$ cat src/rtl/spi_flash_cmd_engine.sv
// rtl/spi_flash_cmd_engine.sv - SPI mode-0 flash master: opcode, address, dummy and data phases over byte streams
module spi_flash_cmd_engine #(
  parameter int NUM_CS     = 2,
  parameter int CS_W       = 3,
  parameter int CLK_DIV    = 2,
  parameter int LEN_W      = 16,
  parameter int CS_GAP_CYC = 4
) (
  input  logic              FAB_CCC_GL0,
  input  logic              FAB_RESET_N,
  input  logic              CMD_VALID,
  output logic              CMD_READY,
  input  logic [7:0]        CMD_OPCODE,
  input  logic [31:0]       CMD_ADDR,
  input  logic [2:0]        CMD_ADDR_BYTES,
  input  logic [3:0]        CMD_DUMMY,
  input  logic [LEN_W-1:0]  CMD_LEN,
  input  logic              CMD_WRITE,
  input  logic [CS_W-1:0]   CMD_CS,
  input  logic [7:0]        WR_DATA,
  input  logic              WR_VALID,
  output logic              WR_READY,
  output logic [7:0]        RD_DATA,
  output logic              RD_VALID,
  input  logic              RD_READY,
  output logic              BUSY,
  output logic              DONE,
  output logic              ERR,
  output logic              SPI_CLK,
  output logic              SPI_DO,
  input  logic              SPI_DI,
  output logic [NUM_CS-1:0] SPI_SS_N
);
  localparam int DIV_W = (CLK_DIV > 1) ? $clog2(CLK_DIV) : 1;
  localparam int GAP_W = (CS_GAP_CYC > 1) ? $clog2(CS_GAP_CYC) : 1;

  typedef enum logic [3:0] {
    IDLE, REJECT, CS_SETUP, OPCODE, ADDR, DUMMY, DATA, CS_HOLD, CS_GAP
  } state_t;

  state_t state, state_n, after_unit, after_addr, after_dummy;

  logic [31:0]       addr_q;
  logic [2:0]        ab_q;
  logic [3:0]        dummy_q;
  logic [LEN_W-1:0]  len_q, left;
  logic              wr_q;
  logic [DIV_W-1:0]  div_cnt;
  logic [GAP_W-1:0]  gap_cnt;
  logic [2:0]        bit_cnt;
  logic [7:0]        sh;
  logic [6:0]        rx;
  logic              sclk, byte_ready, rd_valid;
  logic [7:0]        rd_data;
  logic [NUM_CS-1:0] ss_n;
  logic              accept, bad_cmd, shift_st, running, tick, rise, fall, unit_end, rd_slot;

  function automatic logic [7:0] addr_byte(input logic [1:0] idx);
    return addr_q[{idx, 3'b000} +: 8];
  endfunction

  assign accept   = (state == IDLE) && CMD_VALID;
  assign bad_cmd  = ({1'b0, CMD_CS} >= (CS_W+1)'(NUM_CS)) || (CMD_ADDR_BYTES > 3'd4);
  assign shift_st = state inside {OPCODE, ADDR, DUMMY, DATA};
  assign rd_slot  = !rd_valid || RD_READY;
  // The DATA phase parks with SCLK low until the next byte (write) or a free read slot is available.
  assign running  = shift_st && !(state == DATA && !byte_ready);
  assign tick     = (div_cnt == DIV_W'(CLK_DIV - 1));
  assign rise     = running && tick && !sclk;
  assign fall     = running && tick && sclk;
  assign unit_end = fall && (state == DUMMY || bit_cnt == 3'd7);

  assign CMD_READY = (state == IDLE);
  assign BUSY      = (state != IDLE);
  assign DONE      = (state == REJECT) || (state == CS_GAP && gap_cnt == '0);
  assign ERR       = (state == REJECT);
  assign WR_READY  = (state == DATA) && wr_q && !byte_ready && WR_VALID;
  assign SPI_CLK   = sclk;
  assign SPI_DO    = (state == OPCODE || state == ADDR || (state == DATA && wr_q && byte_ready)) ? sh[7] : 1'b0;
  assign SPI_SS_N  = ss_n;
  assign RD_DATA   = rd_data;
  assign RD_VALID  = rd_valid;

  always_ff @(posedge FAB_CCC_GL0 or negedge FAB_RESET_N) begin
    if (!FAB_RESET_N) state <= IDLE;
    else              state <= state_n;
  end

  always_comb begin
    state_n     = state;
    after_dummy = (len_q != '0) ? DATA : CS_HOLD;
    after_addr  = (dummy_q != 4'd0) ? DUMMY : after_dummy;
    after_unit  = CS_HOLD;
    case (state)
      OPCODE:  after_unit = (ab_q != 3'd0) ? ADDR : after_addr;
      ADDR:    after_unit = (left == LEN_W'(1)) ? after_addr : ADDR;
      DUMMY:   after_unit = (left == LEN_W'(1)) ? after_dummy : DUMMY;
      DATA:    after_unit = (left == LEN_W'(1)) ? CS_HOLD : DATA;
      default: after_unit = CS_HOLD;
    endcase
    case (state)
      IDLE:                       if (CMD_VALID) state_n = bad_cmd ? REJECT : CS_SETUP;
      REJECT:                     state_n = IDLE;
      CS_SETUP:                   if (tick) state_n = OPCODE;
      OPCODE, ADDR, DUMMY, DATA:  if (unit_end) state_n = after_unit;
      CS_HOLD:                    if (tick) state_n = CS_GAP;
      CS_GAP:                     if (gap_cnt == GAP_W'(CS_GAP_CYC - 1)) state_n = IDLE;
      default:                    state_n = IDLE;
    endcase
  end

  always_ff @(posedge FAB_CCC_GL0 or negedge FAB_RESET_N) begin
    if (!FAB_RESET_N) begin
      addr_q     <= '0;
      ab_q       <= '0;
      dummy_q    <= '0;
      len_q      <= '0;
      left       <= '0;
      wr_q       <= 1'b0;
      div_cnt    <= '0;
      gap_cnt    <= '0;
      bit_cnt    <= '0;
      sh         <= '0;
      rx         <= '0;
      sclk       <= 1'b0;
      byte_ready <= 1'b0;
      rd_valid   <= 1'b0;
      rd_data    <= '0;
      ss_n       <= '1;
    end else begin
      if (accept) begin
        addr_q  <= CMD_ADDR;
        ab_q    <= CMD_ADDR_BYTES;
        dummy_q <= CMD_DUMMY;
        len_q   <= CMD_LEN;
        wr_q    <= CMD_WRITE;
        sh      <= CMD_OPCODE;
        bit_cnt <= '0;
      end

      if (accept && !bad_cmd)          ss_n <= ~(NUM_CS'(1) << CMD_CS);
      else if (state == CS_HOLD && tick) ss_n <= '1;

      if (state inside {CS_SETUP, CS_HOLD} || running) div_cnt <= tick ? '0 : div_cnt + DIV_W'(1);
      else                                             div_cnt <= '0;

      gap_cnt <= (state == CS_GAP) ? gap_cnt + GAP_W'(1) : '0;

      if (!shift_st)           sclk <= 1'b0;
      else if (running && tick) sclk <= ~sclk;

      if (state == DATA && !byte_ready) begin
        if (wr_q && WR_VALID) begin
          sh         <= WR_DATA;
          byte_ready <= 1'b1;
        end else if (!wr_q && rd_slot) begin
          byte_ready <= 1'b1;
        end
      end

      if (rd_valid && RD_READY) rd_valid <= 1'b0;
      if (rise) begin
        rx <= {rx[5:0], SPI_DI};
        if (state == DATA && !wr_q && bit_cnt == 3'd7) begin
          rd_data  <= {rx, SPI_DI};
          rd_valid <= 1'b1;
        end
      end

      if (fall) begin
        if (unit_end) begin
          bit_cnt <= '0;
          case (state_n)
            ADDR: begin
              if (state == OPCODE) begin
                left <= LEN_W'(ab_q);
                sh   <= addr_byte(2'(ab_q - 3'd1));
              end else begin
                left <= left - LEN_W'(1);
                sh   <= addr_byte(2'(left - LEN_W'(2)));
              end
            end
            DUMMY: left <= (state == DUMMY) ? left - LEN_W'(1) : LEN_W'(dummy_q);
            DATA: begin
              left       <= (state == DATA) ? left - LEN_W'(1) : len_q;
              byte_ready <= 1'b0;
            end
            default: ;
          endcase
        end else begin
          bit_cnt <= bit_cnt + 3'd1;
          sh      <= {sh[6:0], 1'b0};
        end
      end
    end
  end
endmodule

$ cat config.mk
export PLATFORM = sky130hd
export DESIGN_NAME = spi_flash_cmd_engine
export DESIGN_NICKNAME = d
export VERILOG_FILES = /design/src/rtl/spi_flash_cmd_engine.sv
export SDC_FILE = /design/constraint.sdc
export NUM_CORES = 1
export LEC_CHECK = 0
export CAP_MARGIN = 20
export CELL_PAD_IN_SITES_DETAIL_PLACEMENT = 1
export CELL_PAD_IN_SITES_GLOBAL_PLACEMENT = 1
export CORE_MARGIN = 5
export CORE_UTILIZATION = 35
export CTS_BUF_LIST = sky130_fd_sc_hd__clkbuf_16
export DETAILED_ROUTE_END_ITERATION = 8
export PLACE_DENSITY = 0.75
export SLEW_MARGIN = 5
export SYNTH_ARGS = -nofsm -noshare
export SYNTH_HDL_FRONTEND = slang
export SYNTH_SLANG_ARGS = --single-unit
$ cat constraint.sdc
create_clock -name FAB_CCC_GL0 -period 7 [get_ports FAB_CCC_GL0]
set_input_delay 1.4 -clock FAB_CCC_GL0 [delete_from_list [all_inputs] [get_ports FAB_CCC_GL0]]
set_output_delay 1.4 -clock FAB_CCC_GL0 [all_outputs]
set_load 0.02 [all_outputs]
==> results of run 1 <==
cell type report:
cell class,instances,area share
multi-input combinational,391,0.414
tap,225,0.0376
sequential,110,0.368
inverter,14,0.00703
clock buffer,9,0.0301
clock inverter,7,0.00786
timing repair buffer,102,0.135
flip-flops by register name (all words and copies together) (netlist names), 3 cells and up:
register  flops
RD_DATA       8
bit_cnt       3
addr_q       32
sh            8
len_q        16
state         4
left         16
rx            7
ab_q          3
dummy_q       4
routing by layer:
layer | routed length (um) | vias up | GRT usage
li1 | - | 2212 | -
met5 | 0 | - | 0
met4 | 265 | 0 | 0.0484
met1 | 7490 | 2427 | 0.226
met3 | 729 | 19 | 0.0374
met2 | 8640 | 92 | 0.297
per-stage QoR:
stage | utilization | setup slack, ns
6_report | 0.437 | 1.56
5_1_grt | 0.437 | 1.31
4_1_cts | 0.437 | 1.62
3_5_place_dp | 0.420 | 2.02
3_3_place_gp | 0.420 | 2.17
2_1_floorplan | - | 3.33
power groups by stage:
| stage | clock network (mW) | registers [mW] | logic, mW |
|---|---|---|---|
| after global placement | 0 | 1.02 | 0.743 |
| after CTS | 0.515 | 1.03 | 0.784 |
| after global routing | 0.542 | 1.06 | 0.845 |
| after detailed placement | 0 | 1.05 | 0.777 |
| final | 0.505 | 1.03 | 0.777 |
| after floorplan | 0 | 0.957 | 0.591 |
worst max path at each step:
stage / from / to / slack, ns / depth (start not counted)
final: state[2]$_DFF_PN0_ / WR_READY / 1.56 / 4
after global routing: state[2]$_DFF_PN0_ / WR_READY / 1.31 / 4
after CTS: state[2]$_DFF_PN0_ / WR_READY / 1.62 / 4
after detailed placement: state[2]$_DFF_PN0_ / WR_READY / 2.02 / 4
after global placement: WR_VALID / WR_READY / 2.17 / 4
after floorplan: WR_VALID / WR_READY / 3.33 / 3
cell families after synthesis:
group | synth area share
compound gates | 0.165
xor+xnor | 0.0203
fa+ha+maj | 0.0145
buf+inv | 0.0324
flops | 0.457
mux | 0.174
simple gates | 0.137
placed cells by master (no fill, tap or decap), drive strengths merged, types with 6 or more instances in the layout:
master         netlist  layout
mux2i                7       7
nor2                38      38
mux4                 8       8
dfrtp              108     108
nand3               13      13
a31oi               11      11
nor3                12      12
nand2b               6       6
a21oi               30      30
clkdlybuf4s50        0      97
clkbuf              12       9
xnor2                9       9
o22ai               20      20
o21ai               21      21
o211ai               7       7
ha                   7       7
a211oi               7       7
nor4                13      13
inv                 14      18
mux2                71      71
nand2               45      45
==> flow_results.xml, run 1 <==
<?xml version="1.0" encoding="UTF-8"?>
<metrics>
  <group name="clock_network">
    <metric name="cts_hold_repair.buffers" unit="">0</metric>
    <metric name="clock-sinks" unit="">110</metric>
    <metric name="cts.reportedPaths.clkPinSlew" unit="ns">0.08</metric>
    <metric name="worstSkewPairLatency" unit="ns">0.36</metric>
    <metric name="clk_path_buf_depth" unit="">2</metric>
    <metric name="cts_root_buffer" unit="">sky130_fd_sc_hd__clkbuf_16</metric>
    <metric name="cts.repair.resized" unit="">0</metric>
    <metric name="postCtsSetupRepairBufs" unit="">0</metric>
    <metric name="cts_inserted_buffers" unit="">9</metric>
    <metric name="htree_num_levels" unit="">3</metric>
    <metric name="tritoncts" unit="">yes</metric>
  </group>
  <group name="finish">
    <metric name="post_route_cells_drive_above_1_share" unit="">0.201</metric>
    <metric name="n_antenna_cell" unit="">0</metric>
    <metric name="syn2layout_area_growth" unit="%">24.0</metric>
    <metric name="fillCellCount" unit="">1842</metric>
    <metric name="nets" unit="">716</metric>
    <metric name="area_of_the_multi_input_gates" unit="sq um">3100</metric>
    <metric name="finalInstanceArea" unit="sq um">7480</metric>
    <metric name="register_area" unit="sq um">2760</metric>
    <metric name="final-instance-count-excl-fill" unit="">858</metric>
  </group>
  <group name="setup_path">
    <metric name="timing.critical_path.cells" unit="">and2b_1, nand3_1, nor3_2, clkdlybuf4s50_1</metric>
    <metric name="setup.reg_to_reg.worst_slack" unit="ns">2.58</metric>
    <metric name="criticalPathCategory" unit="">register to primary output</metric>
    <metric name="critical_path.reg2reg.startpoint" unit="">state[2]$_DFF_PN0_</metric>
    <metric name="setup.worst_path.start_class" unit="">register</metric>
    <metric name="timing.critical_path.to_type" unit="">primary output</metric>
    <metric name="critical-path-max-stage-delay" unit="ns">1.06</metric>
    <metric name="critical-path-top-delay-family" unit="">simple AND/OR/NAND/NOR gates</metric>
    <metric name="cp_max_fo" unit="">22</metric>
    <metric name="crit-reg2reg-capture" unit="">left[11]$_DFFE_PN0P_</metric>
    <metric name="critical-path-slowest-cell" unit="">sky130_fd_sc_hd__nor3_2</metric>
    <metric name="timing.critical_path.arrival" unit="ns">4.04</metric>
    <metric name="rr_worst_depth" unit="">8</metric>
    <metric name="required_time_of_the_worst_setup_path" unit="ns">5.60</metric>
    <metric name="crit_buf_inv" unit="">1</metric>
  </group>
  <group name="flow_run">
    <metric name="max_cap_viol_count" unit="">0</metric>
  </group>
  <group name="sta">
    <metric name="post-route-min-period" unit="ns">5.44</metric>
    <metric name="final_min_period_over_clock_period" unit="">0.778</metric>
    <metric name="fin_setup_tns" unit="ns">0</metric>
    <metric name="slew_headroom" unit="">0.294</metric>
    <metric name="setup_viol" unit="">0</metric>
    <metric name="worst_hold_slack" unit="ns">0.475</metric>
    <metric name="setup_repair_after_global_routing_missed_its_margin" unit="">false</metric>
    <metric name="worst_slew_pin_slew" unit="ns">1.04</metric>
    <metric name="maximum_clock_frequency" unit="MHz">184</metric>
    <metric name="finClkSkew" unit="ns">0.0120</metric>
    <metric name="timing.final.max_slew_violations" unit="">0</metric>
    <metric name="timing.final.hold_violations" unit="">0</metric>
  </group>
  <group name="pwr">
    <metric name="swShare" unit="">0.346</metric>
    <metric name="p_clk_frac" unit="">0.218</metric>
    <metric name="power_per_cell_area" unit="nW/um^2">310</metric>
    <metric name="seqPwrFrac" unit="">0.447</metric>
    <metric name="irDropWorstVdd" unit="uV">201</metric>
    <metric name="switchingPower" unit="mW">0.802</metric>
    <metric name="p_total" unit="mW">2.32</metric>
    <metric name="total_leakage_power" unit="nW">3.00</metric>
    <metric name="power_report.internal_total" unit="mW">1.52</metric>
    <metric name="pwr-share-comb" unit="">0.335</metric>
  </group>
  <group name="yosys">
    <metric name="yosys_warnings" unit="">0</metric>
    <metric name="post_synth_instance_area" unit="sq um">6030</metric>
    <metric name="mappedNetlistNets" unit="">631</metric>
    <metric name="yosysMostFrequentCell" unit="">sky130_fd_sc_hd__dfrtp_1</metric>
    <metric name="edff_count_synth" unit="">0</metric>
    <metric name="ys_seq_elements" unit="">110</metric>
    <metric name="synthDistinctLibCells" unit="">80</metric>
    <metric name="synth.avg_cell_area" unit="sq um">11.1</metric>
    <metric name="netlist_top_cells_area" unit="">sky130_fd_sc_hd__dfrtp_1 45%, sky130_fd_sc_hd__mux2_2 13%, sky130_fd_sc_hd__mux4_2 3.0%</metric>
    <metric name="yosys.area.top_type_share" unit="">0.448</metric>
    <metric name="netlist_top_cells_count" unit="">108 x sky130_fd_sc_hd__dfrtp_1, 71 x sky130_fd_sc_hd__mux2_2, 45 x sky130_fd_sc_hd__nand2_1, 37 x sky130_fd_sc_hd__nor2_1, 29 x sky130_fd_sc_hd__a21oi_1</metric>
    <metric name="postSynth.asyncResetShare" unit="">1.00</metric>
    <metric name="cell_count_after_synthesis" unit="">543</metric>
    <metric name="synth_top_flop_cell" unit="">sky130_fd_sc_hd__dfrtp_1</metric>
    <metric name="fraction_of_the_yosys_area_taken_by_sequential_cells" unit="">0.457</metric>
    <metric name="synth_largest_area_cell" unit="">sky130_fd_sc_hd__dfrtp_1</metric>
  </group>
  <group name="global_routing">
    <metric name="grt_first_pass_wirelength" unit="um">28000</metric>
    <metric name="antenna_found_initial" unit="">0</metric>
    <metric name="grt_usage" unit="">0.175</metric>
    <metric name="first_global_vias" unit="">5121</metric>
    <metric name="largest_net_degree_at_the_start_of_global_routing" unit="">68</metric>
    <metric name="overflow" unit="">0</metric>
  </group>
  <group name="status">
    <metric name="status" unit="">completed</metric>
  </group>
  <group name="floorplanning">
    <metric name="initial_utilization" unit="">0.352</metric>
    <metric name="die_height" unit="um">141</metric>
    <metric name="cell_row_count" unit="">48</metric>
    <metric name="dieArea" unit="sq um">20000</metric>
    <metric name="number_of_i_o_pins" unit="">99</metric>
    <metric name="die_x" unit="um">141</metric>
    <metric name="fp.coreArea" unit="sq um">17100</metric>
  </group>
  <group name="placed_design">
    <metric name="port_buffers" unit="">98</metric>
    <metric name="placed_cells" unit="">842</metric>
    <metric name="detailed_place_hpwl" unit="um">12500</metric>
    <metric name="globalplace.congestion" unit="">0.809</metric>
    <metric name="placed_cell_area" unit="sq um">7190</metric>
  </group>
  <group name="hold_path">
    <metric name="min_delay_path_depth" unit="">1</metric>
    <metric name="worstHoldStart" unit="">gap_cnt[0]$_DFF_PN0_</metric>
    <metric name="hold_path.class" unit="">register to register</metric>
    <metric name="min_delay_worst_endpoint" unit="">gap_cnt[0]$_DFF_PN0_</metric>
  </group>
  <group name="drt">
    <metric name="drtPass1Iterations" unit="">4</metric>
    <metric name="ant_nets_after_route" unit="">0</metric>
    <metric name="routed_wl" unit="um">17100</metric>
    <metric name="vias" unit="">4750</metric>
    <metric name="drt_iter0_drc" unit="">330</metric>
    <metric name="drc_violation_count_after_routing" unit="">0</metric>
    <metric name="wl_per_cell" unit="um">20.0</metric>
    <metric name="avgViaCountPerCell" unit="">5.54</metric>
  </group>
</metrics>
No activity file was read; power rests on OpenSTA's default activity.
==> run 2, diff against run 1 <==
==> constraint.sdc (replaced) <==
create_clock -name FAB_CCC_GL0 -period 5.5 [get_ports FAB_CCC_GL0]
set_input_delay 1.1 -clock FAB_CCC_GL0 [delete_from_list [all_inputs] [get_ports FAB_CCC_GL0]]
set_output_delay 1.1 -clock FAB_CCC_GL0 [all_outputs]
set_load 0.02 [all_outputs]
==> run 2 against run 1 <==
Effect of this change: routed wire length increased by 0.78%; clock power increased by 21%; highest routed layer unchanged; largest cell class unchanged; sequential cell count unchanged; core utilization increased by 0.16 points; cell area increased by 0.37%.
==> flow_results.xml, run 2 (synthesis results as in run 1) <==
<?xml version="1.0" encoding="UTF-8"?>
<metrics>
  <group name="drt">
    <metric name="avgViaCountPerCell" unit="">5.49</metric>
    <metric name="ant_nets_after_route" unit="">0</metric>
    <metric name="vias" unit="">4732</metric>
    <metric name="wl_per_cell" unit="um">20.0</metric>
    <metric name="routed_wl" unit="um">17300</metric>
    <metric name="drc_violation_count_after_routing" unit="">0</metric>
    <metric name="drt_iter0_drc" unit="">193</metric>
    <metric name="drtPass1Iterations" unit="">4</metric>
  </group>
  <group name="floorplanning">
    <metric name="die_x" unit="um">141</metric>
    <metric name="dieArea" unit="sq um">20000</metric>
    <metric name="initial_utilization" unit="">0.352</metric>
    <metric name="number_of_i_o_pins" unit="">99</metric>
    <metric name="cell_row_count" unit="">48</metric>
    <metric name="fp.coreArea" unit="sq um">17100</metric>
    <metric name="die_height" unit="um">141</metric>
  </group>
  <group name="finish">
    <metric name="fillCellCount" unit="">1867</metric>
    <metric name="top_register" unit="">addr_q</metric>
    <metric name="finalInstanceArea" unit="sq um">7510</metric>
    <metric name="post_route_cells_drive_above_1_share" unit="">0.203</metric>
    <metric name="n_antenna_cell" unit="">0</metric>
    <metric name="nets" unit="">720</metric>
    <metric name="largest_registers" unit="">addr_q x32, left x16, len_q x16</metric>
    <metric name="syn2layout_area_growth" unit="%">24.4</metric>
    <metric name="most_common_cell_after_layout_fill_and_taps_aside" unit="">sky130_fd_sc_hd__dfrtp_1</metric>
    <metric name="postLayoutCoreUtil" unit="">0.439</metric>
    <metric name="layout.cells.most_common_list" unit="">108 x sky130_fd_sc_hd__dfrtp_1, 97 x sky130_fd_sc_hd__clkdlybuf4s50_1, 71 x sky130_fd_sc_hd__mux2_2, 44 x sky130_fd_sc_hd__nand2_1, 37 x sky130_fd_sc_hd__nor2_1</metric>
    <metric name="largest_register_ff_count" unit="">32</metric>
  </group>
  <group name="sta">
    <metric name="post-route-min-period" unit="ns">4.05</metric>
    <metric name="fin_setup_tns" unit="ns">0</metric>
    <metric name="timing.final.hold_violations" unit="">0</metric>
    <metric name="worst_slew_pin_slew" unit="ns">0.990</metric>
    <metric name="finClkSkew" unit="ns">0.0103</metric>
    <metric name="timing.final.max_slew_violations" unit="">0</metric>
    <metric name="maximum_clock_frequency" unit="MHz">247</metric>
    <metric name="final_min_period_over_clock_period" unit="">0.737</metric>
    <metric name="slew_headroom" unit="">0.340</metric>
    <metric name="setup_repair_after_global_routing_missed_its_margin" unit="">false</metric>
    <metric name="setup_viol" unit="">0</metric>
  </group>
  <group name="placed_design">
    <metric name="placed_cell_area" unit="sq um">7210</metric>
    <metric name="detailed_place_hpwl" unit="um">12700</metric>
    <metric name="globalplace.congestion" unit="">0.800</metric>
    <metric name="port_buffers" unit="">98</metric>
  </group>
  <group name="hold_path">
    <metric name="hold_path.class" unit="">register to register</metric>
    <metric name="min_delay_path_depth" unit="">1</metric>
    <metric name="worstHoldStart" unit="">gap_cnt[0]$_DFF_PN0_</metric>
    <metric name="min_delay_worst_endpoint" unit="">gap_cnt[0]$_DFF_PN0_</metric>
  </group>
  <group name="global_routing">
    <metric name="antenna_found_initial" unit="">0</metric>
    <metric name="grt_first_pass_wirelength" unit="um">28400</metric>
    <metric name="first_global_vias" unit="">5214</metric>
    <metric name="overflow" unit="">0</metric>
    <metric name="grt_usage" unit="">0.178</metric>
    <metric name="largest_net_degree_at_the_start_of_global_routing" unit="">80</metric>
  </group>
  <group name="clock_network">
    <metric name="postCtsSetupRepairBufs" unit="">0</metric>
    <metric name="cts.repair.resized" unit="">0</metric>
    <metric name="clock-sinks" unit="">110</metric>
    <metric name="cts_inserted_buffers" unit="">9</metric>
    <metric name="cts_hold_repair.buffers" unit="">0</metric>
    <metric name="htree_num_levels" unit="">3</metric>
    <metric name="cts.reportedPaths.clkPinSlew" unit="ns">0.07</metric>
    <metric name="tritoncts" unit="">yes</metric>
    <metric name="cts_root_buffer" unit="">sky130_fd_sc_hd__clkbuf_16</metric>
    <metric name="clk_path_buf_depth" unit="">2</metric>
    <metric name="worstSkewPairLatency" unit="ns">0.36</metric>
  </group>
  <group name="pwr">
    <metric name="power_per_cell_area" unit="nW/um^2">389</metric>
    <metric name="total_leakage_power" unit="nW">3.02</metric>
    <metric name="irDropWorstVdd" unit="uV">189</metric>
  </group>
  <group name="flow_run">
    <metric name="max_cap_viol_count" unit="">0</metric>
  </group>
  <group name="setup_path">
    <metric name="critical-path-max-stage-delay" unit="ns">0.88</metric>
    <metric name="rr_worst_depth" unit="">8</metric>
    <metric name="required_time_of_the_worst_setup_path" unit="ns">4.40</metric>
    <metric name="setup.worst_path.start_class" unit="">register</metric>
    <metric name="critPathMostFrequentCell" unit="">sky130_fd_sc_hd__buf_4</metric>
    <metric name="setup.reg_to_reg.worst_slack" unit="ns">1.52</metric>
    <metric name="timing.critical_path.to_type" unit="">primary output</metric>
    <metric name="crit-reg2reg-capture" unit="">left[15]$_DFFE_PN0P_</metric>
    <metric name="critical-path-slowest-cell" unit="">sky130_fd_sc_hd__dfrtp_1</metric>
    <metric name="critical_path.reg2reg.startpoint" unit="">state[1]$_DFF_PN0_</metric>
    <metric name="timing.critical_path.cells" unit="">and2b_1, nand3_1, buf_4, nor3_2, buf_4, clkdlybuf4s50_1</metric>
    <metric name="criticalPathCategory" unit="">register to primary output</metric>
    <metric name="cp_max_fo" unit="">22</metric>
    <metric name="timing.critical_path.arrival" unit="ns">2.95</metric>
    <metric name="critical-path-top-delay-family" unit="">buffers and inverters</metric>
    <metric name="crit_buf_inv" unit="">3</metric>
  </group>
  <group name="status">
    <metric name="status" unit="">completed</metric>
  </group>
</metrics>
==> run 2: metal layers <==
metal / GRT usage / routed length [um]
met5: 0 / 0
met4: 0.0622 / 302
met3: 0.0307 / 646
met2: 0.305 / 8880
met1: 0.228 / 7430
==> run 2: final cells by class <==
type                            instances  area [sq um]  area share
Multi-Input combinational cell        391          3090       0.412
Tap cell                              225           282      0.0375
Sequential cell                       110          2760       0.367
Clock inverter                          7          42.5     0.00567
Inverter                               14          52.6     0.00700
Timing Repair Buffer                  106          1060       0.141
Clock buffer                            9           225      0.0300
==> run 2: stage by stage <==
step / hold slack (ns) / setup WS (ns) / cells / power [mW]
finish: 0.490 / 1.45 / 862 / 2.92
global route: 0.524 / 1.32 / 862 / 3.10
CTS: 0.508 / 1.44 / 861 / 2.95
detailed placement: 0.491 / 1.25 / 845 / 2.32
global placement: 0.446 / 1.47 / 845 / 2.25
floorplan: 0.431 / 2.32 / 543 / 1.97
==> run 2: worst max-delay path by stage <==
| stage | from | endpoint | slack [ns] | cells past startpoint |
|---|---|---|---|---|
| detailed placement | CMD_ADDR_BYTES[0] | left[15]$_DFFE_PN0P_ | 1.25 | 9 |
| global placement | CMD_ADDR_BYTES[0] | left[15]$_DFFE_PN0P_ | 1.47 | 9 |
| finish | state[2]$_DFF_PN0_ | WR_READY | 1.45 | 6 |
| CTS | state[2]$_DFF_PN0_ | WR_READY | 1.44 | 6 |
| global route | state[2]$_DFF_PN0_ | WR_READY | 1.32 | 6 |
| floorplan | CMD_ADDR_BYTES[1] | left[13]$_DFFE_PN0P_ | 2.32 | 8 |
==> run 2: power breakdown <==
part	internal (mW)	switching, mW	leakage [nW]	total [mW]
sequential	1.08	0.236	1.37	1.32
combinational	0.537	0.456	1.51	0.993
clock	0.305	0.308	0.136	0.613
==> run 3, diff against run 2 <==
--- a/config.mk
+++ b/config.mk
@@ -12,7 +12,7 @@
 export CORE_UTILIZATION = 35
 export CTS_BUF_LIST = sky130_fd_sc_hd__clkbuf_16
 export DETAILED_ROUTE_END_ITERATION = 8
-export PLACE_DENSITY = 0.75
+export PLACE_DENSITY = 0.78
 export SLEW_MARGIN = 5
 export SYNTH_ARGS = -nofsm -noshare
 export SYNTH_HDL_FRONTEND = slang
==> constraint.sdc (replaced) <==
create_clock -name FAB_CCC_GL0 -period 3.5 [get_ports FAB_CCC_GL0]
set_input_delay 0.7 -clock FAB_CCC_GL0 [delete_from_list [all_inputs] [get_ports FAB_CCC_GL0]]
set_output_delay 0.7 -clock FAB_CCC_GL0 [all_outputs]
set_load 0.02 [all_outputs]
==> run 3 against run 2 <==
Effect of this change: die area unchanged; register-to-register slack worse by 1.2 ns; clock skew fell by 0.0023 ns; critical path type unchanged; largest cell class unchanged; sequential cell count stayed put; core utilization increased by 1.2 points.
==> flow_results.xml, run 3 (synthesis results as in run 1) <==
<?xml version="1.0" encoding="UTF-8"?>
<metrics>
  <group name="setup_path">
    <metric name="cp_max_fo" unit="">12</metric>
    <metric name="required_time_of_the_worst_setup_path" unit="ns">2.80</metric>
    <metric name="timing.critical_path.arrival" unit="ns">2.55</metric>
    <metric name="critical-path-max-stage-delay" unit="ns">0.67</metric>
    <metric name="timing.critical_path.to_type" unit="">primary output</metric>
    <metric name="critical_path.reg2reg.startpoint" unit="">left[1]$_DFFE_PN0P_</metric>
    <metric name="setup.worst_path.start_class" unit="">register</metric>
    <metric name="timing.critical_path.cells" unit="">buf_4, and2b_1, nand3_1, nor3_2, clkdlybuf4s50_1</metric>
    <metric name="cp-startpoint" unit="">state[3]$_DFF_PN0_</metric>
    <metric name="critical-path-slowest-cell" unit="">sky130_fd_sc_hd__clkdlybuf4s50_1</metric>
    <metric name="criticalPathCategory" unit="">register to primary output</metric>
  </group>
  <group name="sta">
    <metric name="fin_setup_tns" unit="ns">0</metric>
    <metric name="worst_slew_pin_slew" unit="ns">0.871</metric>
    <metric name="post-route-min-period" unit="ns">3.25</metric>
    <metric name="slew_headroom" unit="">0.419</metric>
    <metric name="finClkSkew" unit="ns">0.00802</metric>
    <metric name="setup_viol" unit="">0</metric>
    <metric name="maximum_clock_frequency" unit="MHz">307</metric>
    <metric name="final_min_period_over_clock_period" unit="">0.929</metric>
    <metric name="setup_repair_after_global_routing_missed_its_margin" unit="">false</metric>
    <metric name="timing.final.hold_violations" unit="">0</metric>
    <metric name="timing.final.max_slew_violations" unit="">0</metric>
  </group>
  <group name="pwr">
    <metric name="pwr-share-comb" unit="">0.352</metric>
    <metric name="switchingPower" unit="mW">1.60</metric>
    <metric name="swShare" unit="">0.342</metric>
    <metric name="seqPwrFrac" unit="">0.435</metric>
    <metric name="power_per_cell_area" unit="nW/um^2">605</metric>
    <metric name="irDropWorstVdd" unit="uV">359</metric>
    <metric name="p_total" unit="mW">4.67</metric>
    <metric name="power_report.internal_total" unit="mW">3.07</metric>
    <metric name="total_leakage_power" unit="nW">3.14</metric>
    <metric name="p_clk_frac" unit="">0.213</metric>
  </group>
  <group name="drt">
    <metric name="ant_nets_after_route" unit="">0</metric>
    <metric name="wl_per_cell" unit="um">19.5</metric>
    <metric name="drt_iter0_drc" unit="">241</metric>
    <metric name="avgViaCountPerCell" unit="">5.50</metric>
    <metric name="routed_wl" unit="um">17300</metric>
    <metric name="vias" unit="">4876</metric>
    <metric name="drtPass1Iterations" unit="">4</metric>
    <metric name="drc_violation_count_after_routing" unit="">0</metric>
  </group>
  <group name="floorplanning">
    <metric name="dieArea" unit="sq um">20000</metric>
    <metric name="number_of_i_o_pins" unit="">99</metric>
    <metric name="fp.coreArea" unit="sq um">17100</metric>
    <metric name="initial_utilization" unit="">0.352</metric>
    <metric name="cell_row_count" unit="">48</metric>
    <metric name="die_height" unit="um">141</metric>
    <metric name="die_x" unit="um">141</metric>
  </group>
  <group name="clock_network">
    <metric name="clock-sinks" unit="">110</metric>
    <metric name="cts.repair.resized" unit="">0</metric>
    <metric name="cts.reportedPaths.clkPinSlew" unit="ns">0.08</metric>
    <metric name="cts_root_buffer" unit="">sky130_fd_sc_hd__clkbuf_16</metric>
    <metric name="tritoncts" unit="">yes</metric>
    <metric name="cts_hold_repair.buffers" unit="">0</metric>
    <metric name="worstSkewPairLatency" unit="ns">0.36</metric>
    <metric name="clk_path_buf_depth" unit="">2</metric>
    <metric name="htree_num_levels" unit="">3</metric>
    <metric name="cts_inserted_buffers" unit="">9</metric>
    <metric name="postCtsSetupRepairBufs" unit="">0</metric>
  </group>
  <group name="global_routing">
    <metric name="overflow" unit="">0</metric>
    <metric name="antenna_found_initial" unit="">0</metric>
    <metric name="largest_net_degree_at_the_start_of_global_routing" unit="">76</metric>
    <metric name="first_global_vias" unit="">5414</metric>
    <metric name="grt_usage" unit="">0.180</metric>
    <metric name="grt_first_pass_wirelength" unit="um">29000</metric>
  </group>
  <group name="finish">
    <metric name="most_common_cell_after_layout_fill_and_taps_aside" unit="">sky130_fd_sc_hd__dfrtp_1</metric>
    <metric name="post_route_cells_drive_above_1_share" unit="">0.234</metric>
    <metric name="largest_registers" unit="">addr_q x32, left x16, len_q x16</metric>
    <metric name="n_antenna_cell" unit="">0</metric>
    <metric name="nets" unit="">744</metric>
    <metric name="layout.cells.most_common_list" unit="">108 x sky130_fd_sc_hd__dfrtp_1, 97 x sky130_fd_sc_hd__clkdlybuf4s50_1, 71 x sky130_fd_sc_hd__mux2_2, 44 x sky130_fd_sc_hd__nand2_1, 37 x sky130_fd_sc_hd__nor2_1</metric>
    <metric name="fillCellCount" unit="">1871</metric>
    <metric name="final-instance-count-excl-fill" unit="">886</metric>
    <metric name="syn2layout_area_growth" unit="%">27.8</metric>
    <metric name="largest_register_ff_count" unit="">32</metric>
    <metric name="top_register" unit="">addr_q</metric>
  </group>
  <group name="flow_run">
    <metric name="max_cap_viol_count" unit="">0</metric>
  </group>
  <group name="placed_design">
    <metric name="globalplace.congestion" unit="">0.870</metric>
    <metric name="placed_cells" unit="">869</metric>
    <metric name="detailed_place_hpwl" unit="um">13000</metric>
    <metric name="port_buffers" unit="">98</metric>
  </group>
  <group name="hold_path">
    <metric name="hold_path.class" unit="">input port to async pin</metric>
  </group>
  <group name="status">
    <metric name="status" unit="">completed</metric>
  </group>
</metrics>
[run 3: changes by cell type in the layout (fill, tap and decap cells not counted)]
cell and change:
sky130_fd_sc_hd__clkinvlp_4 +2, sky130_fd_sc_hd__inv_6 +2, sky130_fd_sc_hd__inv_1 -1, sky130_fd_sc_hd__clkinv_1 -1, sky130_fd_sc_hd__buf_12 +1, sky130_fd_sc_hd__clkinv_4 -2
sky130_fd_sc_hd__clkinv_2 -1, sky130_fd_sc_hd__buf_4 +23, sky130_fd_sc_hd__inv_8 +1
[run 3: through the flow]
| stage | worst slack, ns | hold slack [ns] | util | area, sq um |
|---|---|---|---|---|
| floorplan | 0.718 | 0.404 | - | 6030 |
| global placement | 0.124 | 0.447 | 0.433 | 7400 |
| global route | 0.123 | 0.293 | 0.451 | 7710 |
| detailed placement | 0.0327 | 0.472 | 0.433 | 7400 |
| finish | 0.247 | 0.270 | 0.451 | 7710 |
| CTS | 0.221 | 0.482 | 0.449 | 7680 |
[run 3: final timing paths]
| path | end | slack [ns] | cells after the start |
|---|---|---|---|
| setup / recovery | WR_READY | 0.25 | 5 |
| hold / removal | RD_DATA[5]$_DFFE_PN0P_ | 0.27 | 1 |
| setup reg to reg | left[13]$_DFFE_PN0P_ | 0.36 | 10 |
| hold reg to reg | gap_cnt[0]$_DFF_PN0_ | 0.48 | 1 |
| max in group asynchronous | len_q[10]$_DFFE_PN0P_ | 2.41 | 3 |
| min in group FAB_CCC_GL0 | gap_cnt[0]$_DFF_PN0_ | 0.48 | 1 |
[run 3: per-layer routing]
layer / vias to the layer above / part of all wire / GRT usage
met5: - / 0 / 0
met4: 0 / 0.022 / 0.0586
met3: 27 / 0.049 / 0.0455
met2: 104 / 0.49 / 0.296
met1: 2478 / 0.44 / 0.233
li1: 2267 / - / -
[run 3: layout make-up]
| type | instances | area, sq um | area share |
|---|---|---|---|
| clock inverters | 7 | 56.3 | 0.00730 |
| well taps | 225 | 282 | 0.0365 |
| multi-input cells | 391 | 3090 | 0.401 |
| repair buffers | 130 | 1250 | 0.162 |
| clock buffers | 9 | 225 | 0.0292 |
| flip-flops and latches | 110 | 2760 | 0.357 |
| inverters | 14 | 52.6 | 0.00681 |
[run 3: critical path: cells and delay by family (launching register included)]
family,cells,cell delay [ns]
and+or+nand+nor,3,0.74
buffers and inverters,2,0.92
DFF,1,0.53
[run 3: power groups by stage]
stage | sequential (mW) | clock, mW | combinational, mW
6_report | 2.03 | 0.996 | 1.64
5_1_grt | 2.09 | 1.07 | 1.79
4_1_cts | 2.03 | 1.02 | 1.66
3_5_place_dp | 2.05 | 0 | 1.64
3_3_place_gp | 2.01 | 0 | 1.56
2_1_floorplan | 1.91 | 0 | 1.18
